File: src/rtl/core_fetch.sv
// Instruction fetch stage for a 16-bit core.
// It requests a word from instruction memory, holds it for issue until it is consumed, and handles redirect and halt.
module core_fetch #(
    parameter logic [15:0] RESET_PC = 16'h0000
) (
    input  logic        clk,
    input  logic        rst_n,
    output logic        imem_req,
    output logic [15:0] imem_addr,
    input  logic        imem_ack,
    input  logic [15:0] imem_rdata,
    input  logic        stall,
    input  logic        redirect,
    input  logic [15:0] redirect_pc,
    input  logic        halt,
    output logic        inst_valid,
    output logic [15:0] inst,
    output logic [1:0]  op1,
    output logic [2:0]  op2,
    output logic [3:0]  op3,
    output logic [15:0] inst_pc,
    output logic        halted,
    output logic [15:0] inst_count
);

    typedef enum logic [1:0] {
        FETCH  = 2'd0,
        ISSUE  = 2'd1,
        HALTED = 2'd2
    } state_t;

    state_t      state_q, state_d;
    logic [15:0] pc_q, pc_d;
    logic [15:0] inst_q, inst_d;
    logic [15:0] inst_pc_q, inst_pc_d;
    logic [15:0] count_q, count_d;

    // A redirect outranks everything else, in both FETCH and ISSUE; halt only matters when the word is consumed.
    always_comb begin
        state_d   = state_q;
        pc_d      = pc_q;
        inst_d    = inst_q;
        inst_pc_d = inst_pc_q;
        count_d   = count_q;
        case (state_q)
            FETCH: begin
                if (redirect) begin
                    pc_d = redirect_pc;
                end else if (imem_ack) begin
                    inst_d    = imem_rdata;
                    inst_pc_d = pc_q;
                    state_d   = ISSUE;
                end
            end
            ISSUE: begin
                if (redirect) begin
                    pc_d    = redirect_pc;
                    state_d = FETCH;
                end else if (!stall) begin
                    count_d = count_q + 16'd1;
                    if (halt) begin
                        state_d = HALTED;
                    end else begin
                        pc_d    = inst_pc_q + 16'd1;
                        state_d = FETCH;
                    end
                end
            end
            HALTED: begin
                state_d = HALTED;
            end
            default: begin
                state_d = FETCH;
            end
        endcase
    end

    always_ff @(posedge clk) begin
        if (!rst_n) begin
            state_q   <= FETCH;
            pc_q      <= RESET_PC;
            inst_q    <= 16'h0000;
            inst_pc_q <= 16'h0000;
            count_q   <= 16'h0000;
        end else begin
            state_q   <= state_d;
            pc_q      <= pc_d;
            inst_q    <= inst_d;
            inst_pc_q <= inst_pc_d;
            count_q   <= count_d;
        end
    end

    // Gating with rst_n keeps the memory port and issue quiet for the whole time reset is held.
    assign imem_req   = rst_n && (state_q == FETCH);
    assign inst_valid = rst_n && (state_q == ISSUE);
    assign imem_addr  = pc_q;
    assign inst       = inst_q;
    assign op1        = inst_q[15:14];
    assign op2        = inst_q[13:11];
    assign op3        = inst_q[7:4];
    assign inst_pc    = inst_pc_q;
    assign halted     = (state_q == HALTED);
    assign inst_count = count_q;

endmodule

File: config.mk
export PLATFORM = sky130hd
export DESIGN_NAME = core_fetch
export DESIGN_NICKNAME = d
export VERILOG_FILES = /design/src/rtl/core_fetch.sv
export SDC_FILE = /design/constraint.sdc
export NUM_CORES = 1
export LEC_CHECK = 0
export BUFFER_PORTS_ARGS = -buffer_cell sky130_fd_sc_hd__buf_4
export CAP_MARGIN = 20
export CORE_MARGIN = 1.5
export CORE_UTILIZATION = 49
export DETAILED_ROUTE_END_ITERATION = 12
export GPL_TIMING_DRIVEN = 0
export PLACE_DENSITY = 0.79
export SLEW_MARGIN = 40
export SYNTH_ARGS = -nofsm -noshare
export SYNTH_HDL_FRONTEND = slang
export SYNTH_SLANG_ARGS = --single-unit
export TNS_END_PERCENT = 100
File: constraint.sdc
create_clock -name clk -period 2.06 [get_ports clk]
set_input_delay 0.206 -clock clk [delete_from_list [all_inputs] [get_ports clk]]
set_output_delay 0.206 -clock clk [all_outputs]
set_load 0.05 [all_outputs]
After elaboration in Yosys (flattened, before gate mapping). Index checks and enable logic that the tools add are counted.

Register bits after elaboration: 66. Word-level logic and storage cells: 35. Output and inout port bits: 76.

Mux-type cells: 11. Equal/unequal tests: 7. Reduce and logical (&&, ||, !) cells: 8. Bitwise gates (word level): 2. $add $sub $neg: 2.

Operator list (number): 16-bit two-way mux (4); 16-bit by 1-bit adder with 16-bit output (second input constant) (2); 16-bit case mux with 2 select lines (1); 2-bit two-way mux (5); 3-bit AND reduction (3); 2-bit != test (second input constant) (3); 3-bit != test (second input constant) (2); 2-bit case mux with 3 select lines (1); 4-bit AND reduction (1); 2-bit by 1-bit == test with 1-bit output (second input constant) (1); 2-bit == test (second input constant) (1); 1-bit logical AND (2); 2-bit zero test (1); 1-bit NOT (2); 2-bit nonzero test (1).

Longest topological paths before layout.
Depth after elaboration: 5. Depth in mapped cells: 6. Gate-level depth less buffers: 5.

Worst setup path after synthesis. No wires, ideal clock.

Kind: reg2reg. Start: reg inst_pc_q[0], in the netlist inst_pc[0]. End: reg pc_q[10], in the netlist imem_addr[10]. Library setup time: 70 ps. Cell stages (with the launch flop): 6. Period minus slack after synthesis: 2110 ps. Path slack: -50 ps. Required time: 1990 ps. Path buffers: 0. Arrival: 2040 ps. Path through: dfxtp_1 > ha_1 > nand3_1 > or4_1 > a311o_1 > a21oi_1.

Longest elaborated chain between the ends: 5.

RTL lines: start: declaration (RTL line 35) `logic [15:0] inst_pc_q, inst_pc_d;`; start signal: assignment (RTL line 89) `inst_pc_q <= inst_pc_d;`; 16-bit by 1-bit adder with 16-bit output (RTL line 64) `pc_d = inst_pc_q + 16'd1;`; 16-bit two-way mux (RTL line 61) `if (halt) begin`; 16-bit two-way mux (RTL line 59) `end else if (!stall) begin`; 16-bit two-way mux (RTL line 56) `if (redirect) begin`; 16-bit case mux with 2 select lines (RTL line 45) `case (state_q)`; end signal: assignment (RTL line 87) `pc_q <= pc_d;`; end: declaration (RTL line 33) `logic [15:0] pc_q, pc_d;`.

Every way passes these cells. The select of a mux whose other input is x is not followed. A chain may end at the register's enable or synchronous reset.

Worst setup path after layout.
Start: reg state_q[1]. End: reg inst_pc_q[6], in the netlist inst_pc[6].

Longest elaborated chain between the ends: 2.

RTL lines: start: declaration (RTL line 32) `state_t state_q, state_d;`; start signal: assignment (RTL line 86) `state_q <= state_d;`; 2-bit zero test (RTL line 45); 3-bit AND reduction (no line).

Every way passes these cells.

==> impl_metrics.env <==
export IMPL_outcome="finished clean"
export IMPL_yosysSeqAreaShare=0.437
export IMPL_htree_levels=3
export IMPL_worst_endpoint_required_ns=2.27
export IMPL_grt_ovfl_total=0
export IMPL_path_max_fanout=10
export IMPL_synthesis_yosys_warnings=0
export IMPL_n_antenna_cell=0
export IMPL_layout_min_cycle_time_ns=1.94
export IMPL_row_count=28
export IMPL_cts_tree="done"
export IMPL_cts_sink_count=66
export IMPL_place_gp_congestion=0.847
export IMPL_dr_wl_met2_um=4420
export IMPL_cts_made_buffers=9
export IMPL_min_path_type="input pin to flop"
export IMPL_finClkSkew_ns=0.00563
export IMPL_holdPathStages=3
export IMPL_fin_crit_sh=0.942
export IMPL_clk_latency_ns=0.35
export IMPL_setup_ws_ns=0.119
export IMPL_drtPass1Iterations=5
export IMPL_cp_data_arrival_time_ns=2.15
export IMPL_dieArea_um2=6650
export IMPL_cts_hold_buf=0
export IMPL_crit_top_cell="clkbuf_1"
export IMPL_path_clk_slew_ns=0.07
export IMPL_rsz0062_at_grt="no"
export IMPL_wirelength_um=8900
export IMPL_fmax_mhz=515
export IMPL_fin_nets=541
export IMPL_layout_common_cells="126 x buf_4, 82 x nand2_1, 64 x dfxtp_1, 42 x a21oi_1"
export IMPL_antenna_left=0
export IMPL_ys_types=47
export IMPL_antenna_found_initial=0
export IMPL_die_w_um=81.6
export IMPL_start_util=0.508
export IMPL_drcViolationCount=0
export IMPL_crit_path_max_incr_delay_ns=0.66
export IMPL_tightest_slew_ns=0.658
export IMPL_maxSlewViolCount=0
export IMPL_hold_start="imem_rdata[5]"
export IMPL_met3_length_um=475
export IMPL_min_to="inst[5]$_SDFFE_PN0P_"
export IMPL_gr_usage_all_layers=0.270
export IMPL_dr_max_layer_used="met4"
export IMPL_syn_inst=374
export IMPL_critPathCaptureType="flop"
export IMPL_coreArea_um2=5960
export IMPL_worstReg2RegEnd="inst_pc[6]$_SDFFE_PN0P_"
export IMPL_postSynthAreaPerCell_um2=8.09
export IMPL_cp_start_kind="flop"
export IMPL_power_density_nw_per_um2=681
export IMPL_syn2layout_area_growth_pct=37.5
export IMPL_r2r_start="state_q[1]$_SDFFE_PN0P_"
export IMPL_grt_pass1_vias=2844
export IMPL_reg2reg_depth=6
export IMPL_crit_chain="buf_6 > or4b_2 > clkbuf_1 > clkbuf_1 > nand2_1 > a21oi_1"
export IMPL_final_util=0.698
export IMPL_drt_met1_wl_um=3830
export IMPL_ys_seq_elements=66
export IMPL_die_h_um=81.6
export IMPL_max_vdd_ir_drop_mv=0.433
export IMPL_port_buffers=113
export IMPL_slew_headroom=0.560
export IMPL_layout_drive_gt1_share=0.298
export IMPL_viasPerCell=5.46
export IMPL_synth_area_um2=3020
export IMPL_clk_path_buf_depth=2
export IMPL_finalSetupViolations=0
export IMPL_grt_pass1_wl_um=13600
export IMPL_dp_slack_ns=-0.104
export IMPL_report_final_hold_viol_count=0
export IMPL_routedWlPerCell_um=15.3
export IMPL_slowest_stage="or4b_2"
export IMPL_syn_nets=414
export IMPL_root_buffer="clkbuf_8"
export IMPL_p_leak_nw=1.72
export IMPL_ff2ff_setup_slack_ns=0.12
export IMPL_dpl_hpwl_um=6300
export IMPL_crit_type="flop to flop"
export IMPL_final_common_cell="buf_4"
export IMPL_routed_via_count=3171
export IMPL_drv_cap=0
export IMPL_pin_count=114
export IMPL_drt_initial_drc_count=222
export IMPL_grt_max_degree=11
==> layout make-up <==
type                    count  area [um^2]
plain buffers              32          166
clock buffers              13          149
clock inverters             3         15.0
fillers                   501         1800
inverters                   7         26.3
multi-input cells         269         1510
flip-flops and latches     66         1320
well taps                  75         93.8
repair buffers            116          871
==> worst max-delay path, delay by kind of cell, from the launching register on <==
| family | cells | cell delay [ns] |
|---|---|---|
| flip-flops | 1 | 0.31 |
| AO/OA/AOI/OAI | 1 | 0.07 |
| buffers and inverters | 3 | 0.60 |
| AND/OR/NAND/NOR | 2 | 0.80 |
==> synth_stat cells, drive strengths merged <==
cell type	instances	area, um^2
ha	2	25.0
nor3b	3	33.8
or4	3	22.5
clkbuf	19	71.3
o221ai	1	8.76
clkinv	1	3.75
or4b	2	20.0
o211a	1	10.0
o21a	2	15.0
xor2	5	43.8
and3	3	18.8
nor3	8	40.0
nand4	10	68.8
inv	6	22.5
a211o	2	17.5
a32oi	3	26.3
nor4b	1	15.0
or3b	1	8.76
o22ai	3	18.8
nor4	6	52.6
dfxtp	66	1320
xnor2	13	114
o211ai	4	30.0
a311o	1	10.0
mux2i	4	40.0
nand3	22	110
and4	1	8.76
buf	13	95.1
nor2	20	75.1
a211oi	2	15.0
a311oi	2	17.5
nand2	82	308
and3b	1	8.76
or3	3	18.8
a31o	2	17.5
nand2b	3	18.8
o31ai	3	22.5
a21oi	42	210
o21ai	8	40.0
==> per-stage QoR <==
step | TNS, ns | area, um^2 | total power [mW] | std cells | hold WS (ns)
2_1_floorplan | 0 | 3030 | 1.71 | 374 | 0.342
3_3_place_gp | -0.163 | 3970 | 1.90 | 562 | 0.443
3_5_place_dp | -0.578 | 3970 | 1.91 | 562 | 0.450
4_1_cts | 0 | 4140 | 2.83 | 578 | 0.106
5_1_grt | 0 | 4160 | 2.93 | 581 | 0.0977
6_report | 0 | 4160 | 2.83 | 581 | 0.0979
==> where the power goes <==
part	switching [mW]	internal [mW]	leakage, nW
logic	0.344	0.180	1.09
clock network	0.481	0.465	0.0872
registers	0.0419	1.32	0.538
total	0.867	1.97	1.72
==> state kept, by name, indices dropped and copies added, names as in the netlist <==
| name | flops |
|---|---|
| state_q | 2 |
| inst | 16 |
| inst_pc | 16 |
| inst_count | 16 |
| imem_addr | 16 |
==> how the worst max path moves through the flow <==
stage                       startpoint                          end  slack (ns)
6_report       state_q[1]$_SDFFE_PN0P_      inst_pc[6]$_SDFFE_PN0P_        0.12
4_1_cts        state_q[0]$_SDFFE_PN0P_  inst_count[14]$_SDFFE_PN0P_        0.05
2_1_floorplan  inst_pc[2]$_SDFFE_PN0P_   imem_addr[10]$_SDFFE_PN0P_        0.06
3_5_place_dp                  redirect   imem_addr[11]$_SDFFE_PN0P_       -0.10
5_1_grt        state_q[1]$_SDFFE_PN0P_   imem_addr[13]$_SDFFE_PN0P_       0.005
3_3_place_gp                  redirect   imem_addr[13]$_SDFFE_PN0P_       -0.04
==> timing repair <==
action | in CTS | in global routing
resized for setup | 1 | 0
buffers inserted | 0 | 3
setup endpoints to repair | 8 | 2
==> layer usage <==
| metal | vias to the layer above | GRT usage |
|---|---|---|
| met2 | 95 | 0.444 |
| li1 | 1558 | - |
| met3 | 16 | 0.0611 |
| met4 | 0 | 0.103 |
| met1 | 1502 | 0.344 |
| met5 | - | 0 |
==> logic make-up after synthesis <==
group,share of synthesized area
AND/OR/NAND/NOR,0.274
AO/OA/AOI/OAI,0.152
flip-flops,0.437
buffers and inverters,0.0637
XOR/XNOR,0.0521
multiplexers,0.0132
adder cells (fa/ha/maj),0.00827
Power figures use the tool's default switching activity.
